File: config.mk
export PLATFORM = sky130hd
export DESIGN_NAME = page_map_cmd_flat
export DESIGN_NICKNAME = d
export VERILOG_FILES = /design/src/rtl/page_map_cmd_if.sv /design/src/rtl/page_map_cmd.sv /design/src/flat_wrapper.sv
export SDC_FILE = /design/constraint.sdc
export NUM_CORES = 1
export LEC_CHECK = 0
export CORE_MARGIN = 8
export CORE_UTILIZATION = 60
export CTS_CLUSTER_DIAMETER = 200
export DETAILED_ROUTE_END_ITERATION = 8
export HOLD_SLACK_MARGIN = 0.1
export PLACE_DENSITY = 0.93
export SLEW_MARGIN = 30
export SYNTH_ARGS = -nofsm -noshare
export SYNTH_HDL_FRONTEND = slang
export SYNTH_SLANG_ARGS = --single-unit
export TNS_END_PERCENT = 100
File: constraint.sdc
create_clock -name clk200 -period 8.7 [get_ports clk200]
set_input_delay 2.61 -clock clk200 [delete_from_list [all_inputs] [get_ports clk200]]
set_output_delay 2.61 -clock clk200 [all_outputs]
set_load 0.01 [all_outputs]
File: src/rtl/page_map_cmd_if.sv
// page_map_cmd_if
//   Host request handshake plus the op/from/size bus toward page_map.
//   slave  : the command initiator (page_map_cmd) - takes requests, drives the bus.
//   master : its environment - host register decoder and page_map responder.
// Signals:
//   req_valid/req_ready    request handshake, transfer when both high
//   req_op/req_from/req_size  request payload (op 0=NONE 1=ADD 2=DEL 3=reserved)
//   op/from/size           command bus to page_map
//   map_valid              page_map handshake back to the initiator
interface page_map_cmd_if;
   logic       req_valid;
   logic       req_ready;
   logic [1:0] req_op;
   logic [7:0] req_from;
   logic [7:0] req_size;
   logic [1:0] op;
   logic [7:0] from;
   logic [7:0] size;
   logic       map_valid;

   modport master (
      output req_valid, req_op, req_from, req_size, map_valid,
      input  req_ready, op, from, size
   );

   modport slave (
      input  req_valid, req_op, req_from, req_size, map_valid,
      output req_ready, op, from, size
   );
endinterface

File: src/rtl/page_map_cmd.sv
// page_map_cmd
//   Queues page ADD/DEL requests from the host and issues them one at a time
//   to page_map, waiting for map_valid to drop and rise again between
//   commands. Requests are range-checked on entry: zero-length or reserved
//   requests are dropped, spans running past page 255 are clipped.
// Ports:
//   clk200       200 MHz clock
//   a8_rst_n     synchronous active-low reset
//   bus          page_map_cmd_if.slave (request handshake, op/from/size, map_valid)
//   busy         queue non-empty or command in flight
//   pending      queued entries, excluding the in-flight one
//   err_clip     1-cycle pulse: accepted request span was clipped
//   err_drop     1-cycle pulse: request discarded (size 0 or op NONE/reserved)
//   err_timeout  1-cycle pulse: a handshake phase exceeded TIMEOUT cycles
module page_map_cmd #(
   parameter int DEPTH   = 4,
   parameter int TIMEOUT = 1023
) (
   input  logic                     clk200,
   input  logic                     a8_rst_n,
   page_map_cmd_if.slave            bus,
   output logic                     busy,
   output logic [$clog2(DEPTH):0]   pending,
   output logic                     err_clip,
   output logic                     err_drop,
   output logic                     err_timeout
);

   localparam int AW = $clog2(DEPTH);
   localparam int CW = AW + 1;
   localparam int TW = $clog2(TIMEOUT + 1);
   localparam logic [CW-1:0] FULL    = CW'(DEPTH);
   localparam logic [TW-1:0] TO_LAST = TW'(TIMEOUT - 1);

   localparam logic [1:0] OP_NONE = 2'd0;
   localparam logic [1:0] OP_ADD  = 2'd1;
   localparam logic [1:0] OP_DEL  = 2'd2;

   typedef struct packed {
      logic [1:0] op;
      logic [7:0] from;
      logic [7:0] size;
   } req_t;

   typedef enum logic [1:0] {IDLE, ISSUE, WAIT_LOW, WAIT_HIGH} state_t;

   req_t [DEPTH-1:0] mem;
   logic [AW-1:0]    wr_ptr, rd_ptr;
   logic [CW-1:0]    count, count_nxt;
   logic             rdy_q;

   state_t           state;
   logic [TW-1:0]    wcnt;
   logic [1:0]       op_q;
   logic [7:0]       from_q, size_q;

   logic             push_req, req_ok, push, pop, clip;
   logic [8:0]       span_end;
   logic [7:0]       size_in;
   req_t             head;

   // ---------------- accept stage ----------------
   assign push_req = bus.req_valid & rdy_q;
   assign req_ok   = ((bus.req_op == OP_ADD) || (bus.req_op == OP_DEL)) &&
                     (bus.req_size != 8'd0);
   assign push     = push_req & req_ok;

   // 9-bit end of span; anything past page 255 is trimmed to end at 256.
   // Clipping implies from >= 1, so 256-from always fits in 8 bits.
   assign span_end = {1'b0, bus.req_from} + {1'b0, bus.req_size};
   assign clip     = span_end > 9'd256;
   assign size_in  = clip ? 8'(9'd256 - {1'b0, bus.req_from}) : bus.req_size;

   // ---------------- queue ----------------
   assign pop       = (state == IDLE) && (count != '0);
   assign head      = mem[rd_ptr];
   assign count_nxt = count + CW'(push) - CW'(pop);

   always_ff @(posedge clk200) begin
      if (!a8_rst_n) begin
         wr_ptr   <= '0;
         rd_ptr   <= '0;
         count    <= '0;
         rdy_q    <= 1'b0;
         err_clip <= 1'b0;
         err_drop <= 1'b0;
      end else begin
         err_clip <= push & clip;
         err_drop <= push_req & ~req_ok;
         if (push) begin
            mem[wr_ptr] <= '{op: bus.req_op, from: bus.req_from, size: size_in};
            wr_ptr      <= wr_ptr + AW'(1);
         end
         if (pop)
            rd_ptr <= rd_ptr + AW'(1);
         count <= count_nxt;
         // Ready is registered from the next fill level so it is never
         // stale and stays low while in reset.
         rdy_q <= (count_nxt != FULL);
      end
   end

   // ---------------- issue FSM ----------------
   always_ff @(posedge clk200) begin
      if (!a8_rst_n) begin
         state       <= IDLE;
         wcnt        <= '0;
         op_q        <= OP_NONE;
         from_q      <= 8'd0;
         size_q      <= 8'd0;
         err_timeout <= 1'b0;
      end else begin
         err_timeout <= 1'b0;
         op_q        <= OP_NONE;   // op is a single-cycle strobe
         case (state)
            IDLE: begin
               if (pop) begin
                  op_q   <= head.op;
                  from_q <= head.from;
                  size_q <= head.size;
                  state  <= ISSUE;
               end
            end
            ISSUE: begin
               state <= WAIT_LOW;
               wcnt  <= '0;
            end
            WAIT_LOW: begin
               if (!bus.map_valid) begin
                  state <= WAIT_HIGH;
                  wcnt  <= '0;
               end else if (wcnt == TO_LAST) begin
                  err_timeout <= 1'b1;
                  state       <= IDLE;
                  wcnt        <= '0;
               end else begin
                  wcnt <= wcnt + TW'(1);
               end
            end
            WAIT_HIGH: begin
               if (bus.map_valid) begin
                  state <= IDLE;
                  wcnt  <= '0;
               end else if (wcnt == TO_LAST) begin
                  err_timeout <= 1'b1;
                  state       <= IDLE;
                  wcnt        <= '0;
               end else begin
                  wcnt <= wcnt + TW'(1);
               end
            end
            default: begin
               state <= IDLE;
               wcnt  <= '0;
            end
         endcase
      end
   end

   assign bus.req_ready = rdy_q;
   assign bus.op        = op_q;
   assign bus.from      = from_q;
   assign bus.size      = size_q;
   assign pending       = count;
   assign busy          = (state != IDLE) | (count != '0);

endmodule

File: src/flat_wrapper.sv
// flat-port wrapper written by rule: the top's interface ports become plain ports
module page_map_cmd_flat 
#(
   parameter int DEPTH   = 4,
   parameter int TIMEOUT = 1023
)
  (clk200, a8_rst_n, busy, pending, err_clip, err_drop, err_timeout, bus_req_valid, bus_req_op, bus_req_from, bus_req_size, bus_map_valid, bus_req_ready, bus_op, bus_from, bus_size);
  page_map_cmd_if bus_i ();
  input  logic clk200;
  input  logic a8_rst_n;
  output logic busy;
  output logic [$clog2(DEPTH):0] pending;
  output logic err_clip;
  output logic err_drop;
  output logic err_timeout;
  input wire logic [$bits(bus_i.req_valid)-1:0] bus_req_valid;
  input wire logic [$bits(bus_i.req_op)-1:0] bus_req_op;
  input wire logic [$bits(bus_i.req_from)-1:0] bus_req_from;
  input wire logic [$bits(bus_i.req_size)-1:0] bus_req_size;
  input wire logic [$bits(bus_i.map_valid)-1:0] bus_map_valid;
  output wire logic [$bits(bus_i.req_ready)-1:0] bus_req_ready;
  output wire logic [$bits(bus_i.op)-1:0] bus_op;
  output wire logic [$bits(bus_i.from)-1:0] bus_from;
  output wire logic [$bits(bus_i.size)-1:0] bus_size;
  assign bus_i.req_valid = bus_req_valid;
  assign bus_i.req_op = bus_req_op;
  assign bus_i.req_from = bus_req_from;
  assign bus_i.req_size = bus_req_size;
  assign bus_i.map_valid = bus_map_valid;
  assign bus_req_ready = bus_i.req_ready;
  assign bus_op = bus_i.op;
  assign bus_from = bus_i.from;
  assign bus_size = bus_i.size;
  page_map_cmd #(.DEPTH(DEPTH), .TIMEOUT(TIMEOUT)) u_core (.clk200(clk200), .a8_rst_n(a8_rst_n), .bus(bus_i), .busy(busy), .pending(pending), .err_clip(err_clip), .err_drop(err_drop), .err_timeout(err_timeout));
endmodule
==> flow_summary.yaml, run 1 <==
status:
  status: "finished clean"
floorplan:
  dieArea_um2: 11690
  num_io_pins: 48
  coreArea_um2: 8217
  die_y_um: 108.1
  start_util_pct: 61.99
  rows: 33
  die_w_um: 108.1
sta:
  finalSetupTns_ns: 0
  grt_setup_unrepaired: "false"
  min_period_ns: 5.233
  max_freq_ghz: 0.1911
  setup_violations: 0
  worstMarginPinSlew_ns: 0.8181
  slew_viol_final: 0
  finalClockSkew_ns: 0.006264
  relSlewSlack_pct: 45.22
  hold_viol: 0
  fin_crit_sh_pct: 60.15
layout:
  layout.nets: 497
  final_cells: 574
  fillerInstances: 462
  drive_above_1_share_pct: 14.29
  area_growth_pct: 22.50
  num_antenna_cells: 0
power:
  leakagePower_nw: 2.144
  power.internal_mw: 1.276
  seq_power_share_pct: 37.0
  power_frac_clock_pct: 37.8
  switching_share_pct: 30.46
  p_switching_mw: 0.5589
  p_comb_share_pct: 25.2
  p_per_area_nw_per_um2: 294.0
  ir_worst_vdd_v: 0.0001664
  fin_total_pwr_mw: 1.835
place:
  port_buffers: 47
  gp_congestion: 0.8991
  hpwlAfterDp_um: 7421
  dpl.cell_count: 541
routing:
  firstDrtPassIters: 5
  via_count: 3597
  drtIter0Drc: 327
  drc: 0
  ant_nets: 0
  wl_um: 12290
  vias_per_cell: 6.267
  wire_per_inst_um: 21.41
clocking:
  post-cts-setup-buffers: 0
  clock_latency_ns: 0.52
  cts-htree-levels: 4
  clock-sinks: 113
  postCtsHoldBufs: 0
  cts_tree: "built"
  clk_pin_slew_ns: 0.05
  clockRootBuffer: "clkbuf_8"
  max-clock-path-buffers: 2
  cts_resized: 0
  numCtsBuffers: 17
setup_path:
  cp_slowest_cell: "o2111a_1"
  r2r.worst_path.cells: 12
  rr_startpoint: "u_core.state[1]"
  critical-path-top-delay-family: "compound AO/OA/AOI/OAI gates"
  crit_chain: "clkdlybuf4s50_1 > ha_1 > fa_1 > a211oi_1 > xor2_1 > o2bb2ai_1 > o2111a_1 > o211ai_1"
  worstPathRequired_ns: 8.90
  crit_arrival_ns: 5.43
  path_class: "input port to flip-flop"
  worstPathMaxFanout: 9
  cp_slowest_stage_delay_ns: 0.56
  rrSetupSlack_ns: 4.92
  cp_num_buf_inv: 1
  crit_path_start_kind: "input port"
  rr_endpoint: "u_core.bus.req_ready"
  end_kind: "flip-flop"
global_routing:
  grt_max_degree: 28
  track_usage_pct: 21.99
  antenna_found_initial: 0
  grt_pass1_vias: 3654
  grt_pass1_wl_um: 19460
  grt_remaining_overflow: 0
synth:
  synth_ff_type: "edfxtp_1"
  synth-seq-cells: 113
  synth_edf_count: 72
  async_reset_ff_share_pct: 0
  post-synth-top-count-cell: "edfxtp_1"
  synth.area.top_cells: "edfxtp_1 (42%), dfxtp_1 (16%), mux4_2 (8.0%), nand2_1 (4.6%), ha_1 (4.2%)"
  yosysTopAreaCell: "edfxtp_1"
  synth_nets: 445
  syn_avg_cell_area_um2: 12.61
  synthDistinctLibCells: 49
  synth_top_area_share_pct: 42.45
  netlist_area_um2: 5094
  synth_warnings: 0
  netlist_instances: 404
  ys_seq_area_share_pct: 58.56
  synth_common_cells: "edfxtp_1 (72), nand2_1 (62), dfxtp_1 (41)"
min_path:
  worstHoldEndpoint: "u_core.bus.size[3]"
  min-delay-start: "u_core.bus.size[3]"
  whs_path_depth: 2
  hp-class: "flip-flop to flip-flop"
run:
  maxCapViolCount: 0
==> cell usage in the layout (no fill, tap or decap), types with 12 or more instances in the layout <==
cell type	count
a21oi_1	26
clkbuf_16	16
clkdlybuf4s50_1	47
dfxtp_1	40
edfxtp_1	72
ha_1	17
mux4_2	18
nand2_1	62
nor2_1	28
xnor2_1	12
==> power groups by stage <==
stage	Clock [mW]	Sequential [mW]	Combinational, mW
floorplan	0	0.682	0.277
global placement	0	0.682	0.419
detailed placement	0	0.686	0.438
CTS	0.695	0.678	0.459
global route	0.720	0.686	0.501
finish	0.694	0.678	0.462
==> flip-flops by register name (all words and copies together) (netlist names) <==
register,count
u_core.mem,72
u_core.wcnt,10
u_core.bus.from,8
u_core.bus.size,8
u_core.pending,3
u_core.bus.op,2
u_core.rd_ptr,2
u_core.state,2
u_core.wr_ptr,2
u_core.bus.req_ready,1
u_core.err_clip,1
u_core.err_drop,1
u_core.err_timeout,1
==> tightest hold or removal path: stages (launching register included) <==
cell and delay [ns]:
dfxtp_1 0.31, nand2_1 0.05, a21oi_1 0.05
==> cell families after synthesis <==
logic type	synth area share, %
adders and majority gates	4.962
xor gates and xnor gates	4.274
and+or+nand+nor	12.97
buffers and inverters	2.407
muxes	7.959
DFF	58.56
AOI/OAI and AO/OA	8.868
==> worst max path at each step <==
stage	start	end	slack (ns)	cells after the start
after floorplan	bus_req_size[0]	u_core.mem[20]	3.97	8
after global placement	bus_req_from[0]	u_core.mem[25]	3.12	8
after detailed placement	bus_req_from[0]	u_core.mem[58]	3.02	8
after CTS	bus_req_from[0]	u_core.mem[21]	3.51	8
after global routing	bus_req_from[0]	u_core.mem[21]	3.24	8
final	bus_req_from[0]	u_core.mem[4]	3.47	8
==> per-layer routing <==
| layer | track usage, % | up-vias | routed length (µm) |
|---|---|---|---|
| li1 | - | 1605 | - |
| met1 | 27.68 | 1748 | 5052 |
| met2 | 34.61 | 218 | 5852 |
| met3 | 6.722 | 26 | 1136 |
| met4 | 9.118 | 0 | 249 |
| met5 | 0 | - | 0 |
==> final cells by class <==
cell class / instances / area [µm²] / share of cell area [%]
clock buffers: 17 / 414.1 / 6.637
clock inverters: 15 / 183.9 / 2.948
inverters: 12 / 45.04 / 0.7219
multi-input cells: 263 / 1992 / 31.92
flip-flops and latches: 113 / 2984 / 47.82
well taps: 105 / 131.4 / 2.105
repair buffers: 49 / 489.2 / 7.840
==> per-stage QoR <==
step | util (%) | setup WS, ns | hold WS (ns) | instance area, µm²
floorplan | - | 3.974 | 0.4312 | 5094
global placement | 68.46 | 3.124 | 0.4436 | 5625
detailed placement | 68.46 | 3.017 | 0.4485 | 5625
CTS | 75.74 | 3.513 | 0.4629 | 6223
global route | 75.94 | 3.243 | 0.4848 | 6240
finish | 75.94 | 3.467 | 0.4600 | 6240
(Power assumes the default switching activity.)
==> run 2, diff against run 1 <==
--- a/config.mk
+++ b/config.mk
@@ -6,11 +6,11 @@
 export NUM_CORES = 1
 export LEC_CHECK = 0
 export CORE_MARGIN = 8
-export CORE_UTILIZATION = 60
+export CORE_UTILIZATION = 52
 export CTS_CLUSTER_DIAMETER = 200
 export DETAILED_ROUTE_END_ITERATION = 8
 export HOLD_SLACK_MARGIN = 0.1
-export PLACE_DENSITY = 0.93
+export PLACE_DENSITY = 0.86
 export SLEW_MARGIN = 30
 export SYNTH_ARGS = -nofsm -noshare
 export SYNTH_HDL_FRONTEND = slang
==> constraint.sdc (replaced) <==
create_clock -name clk200 -period 4.57 [get_ports clk200]
set_input_delay 1.371 -clock clk200 [delete_from_list [all_inputs] [get_ports clk200]]
set_output_delay 1.371 -clock clk200 [all_outputs]
set_load 0.01 [all_outputs]
==> flow_summary.yaml, run 2 (synthesis gave the netlist of run 1 again) <==
sta:
  finalClockSkew_ns: 0.01175
  setup_violations: 0
  hold_viol: 0
  grt_setup_unrepaired: "false"
  min_period_ns: 3.951
  worstMarginPinSlew_ns: 0.9298
  slew_viol_final: 0
  relSlewSlack_pct: 37.44
  fin_crit_sh_pct: 86.45
  finalSetupTns_ns: 0
  max_freq_ghz: 0.2531
routing:
  vias_per_cell: 5.727
  firstDrtPassIters: 5
  drtIter0Drc: 291
  wire_per_inst_um: 19.83
  via_count: 3505
  wl_um: 12140
  ant_nets: 0
  drc: 0
layout:
  layout_common_cells: "edfxtp_1 (72), nand2_1 (62), clkdlybuf4s50_1 (47)"
  area_growth_pct: 24.71
  largest_reg_flops: 72
  layout.nets: 507
  num_antenna_cells: 0
  final_common_cell: "edfxtp_1"
  utilization_pct: 65.90
  reg_top3: "u_core.mem: 72 flops, u_core.wcnt: 10 flops"
  regMostFlops: "u_core.mem"
  drive_above_1_share_pct: 15.24
floorplan:
  num_io_pins: 48
  die_y_um: 115.0
  dieArea_um2: 13220
  rows: 36
  coreArea_um2: 9639
  start_util_pct: 52.84
  die_w_um: 115.0
clocking:
  postCtsHoldBufs: 0
  clock_latency_ns: 0.52
  clockRootBuffer: "clkbuf_8"
  cts_resized: 0
  clock-sinks: 113
  numCtsBuffers: 17
  cts-htree-levels: 4
  max-clock-path-buffers: 2
  clk_pin_slew_ns: 0.06
  cts_tree: "built"
  post-cts-setup-buffers: 0
global_routing:
  grt_max_degree: 28
  antenna_found_initial: 0
  grt_pass1_wl_um: 19150
  track_usage_pct: 19.46
  grt_pass1_vias: 3669
  grt_remaining_overflow: 0
place:
  gp_congestion: 0.8837
  hpwlAfterDp_um: 7597
  port_buffers: 47
setup_path:
  crit_path_start_kind: "input port"
  worstPathMaxFanout: 9
  cp_slowest_cell: "clkdlybuf4s50_1"
  end_kind: "flip-flop"
  worstPathRequired_ns: 4.76
  cp_slowest_stage_delay_ns: 0.52
  path_class: "input port to flip-flop"
  crit_arrival_ns: 4.14
  crit_chain: "clkdlybuf4s50_1 > ha_1 > fa_1 > a21o_1 > a221oi_2 > xnor2_2 > o2111a_1 > o211ai_1"
power:
  p_comb_share_pct: 25.3
  p_switching_mw: 1.000
  power.internal_mw: 2.436
  switching_share_pct: 29.11
  leakagePower_nw: 2.217
  p_per_area_nw_per_um2: 540.9
  seq_power_share_pct: 37.6
  power_frac_clock_pct: 37.2
  ir_worst_vdd_v: 0.0002487
  fin_total_pwr_mw: 3.436
min_path:
  hp-class: "flip-flop to flip-flop"
run:
  maxCapViolCount: 0
status:
  status: "finished clean"
## run 2: cell type report
cell class | count | area [µm²]
Clock buffer | 26 | 561.8
Multi-Input combinational cell | 263 | 1988
Clock inverter | 6 | 33.78
Tap cell | 133 | 166.4
Timing Repair Buffer | 59 | 573.1
Inverter | 12 | 45.04
Sequential cell | 113 | 2984
Fill cell | 678 | 3287
## run 2: worst max-delay path, delay by kind of cell
kind            cells  cell delay, ns
compound gates      4            1.31
xor+xnor            1            0.24
fa+ha+maj           2            0.69
buf+inv             1            0.52
## run 2: power groups by stage
stage               registers, mW  logic (mW)  clock network (mW)
floorplan                    1.30       0.528                   0
global placement             1.30       0.816                   0
detailed placement           1.30       0.852                   0
CTS                          1.29       0.880                1.29
global route                 1.30       0.948                1.34
finish                       1.29       0.868                1.28
## run 2: path summary, 6_finish.rpt
check,cells after the start,startpoint,slack [ns],to
setup / recovery,8,bus_req_from[0],0.62,u_core.mem[40]
hold / removal,2,u_core.bus.size[2],0.46,u_core.bus.size[2]
setup reg to reg,12,u_core.state[1],0.92,u_core.bus.req_ready
hold reg to reg,2,u_core.bus.size[2],0.46,u_core.bus.size[2]
## run 2: metal layers
| metal | up-vias | GRT usage (%) | share of wire (%) |
|---|---|---|---|
| met3 | 26 | 5.515 | 6.7 |
| met5 | - | 0 | 0 |
| li1 | 1626 | - | - |
| met1 | 1686 | 22.64 | 41 |
| met2 | 167 | 32.89 | 51 |
| met4 | 0 | 8.494 | 2.2 |
## run 2: stage by stage
| step | hold WS [ns] | cell area, µm² | std cells | setup slack (ns) |
|---|---|---|---|---|
| 3_3_place_gp | 0.4450 | 5756 | 580 | 0.2299 |
| 5_1_grt | 0.4739 | 6352 | 612 | 0.4879 |
| 2_1_floorplan | 0.4312 | 5094 | 404 | 1.083 |
| 4_1_cts | 0.4586 | 6351 | 612 | 0.6653 |
| 6_report | 0.4575 | 6352 | 612 | 0.6191 |
| 3_5_place_dp | 0.4494 | 5756 | 580 | 0.1517 |
==> run 3, diff against run 2 <==
--- a/config.mk
+++ b/config.mk
@@ -9,7 +9,7 @@
 export CORE_UTILIZATION = 52
 export CTS_CLUSTER_DIAMETER = 200
 export DETAILED_ROUTE_END_ITERATION = 8
-export HOLD_SLACK_MARGIN = 0.1
+export HOLD_SLACK_MARGIN = 0.15
 export PLACE_DENSITY = 0.86
 export SLEW_MARGIN = 30
 export SYNTH_ARGS = -nofsm -noshare
==> results of run 3 <==
The final DEF is identical to that of run 2; final timing and power are the same.
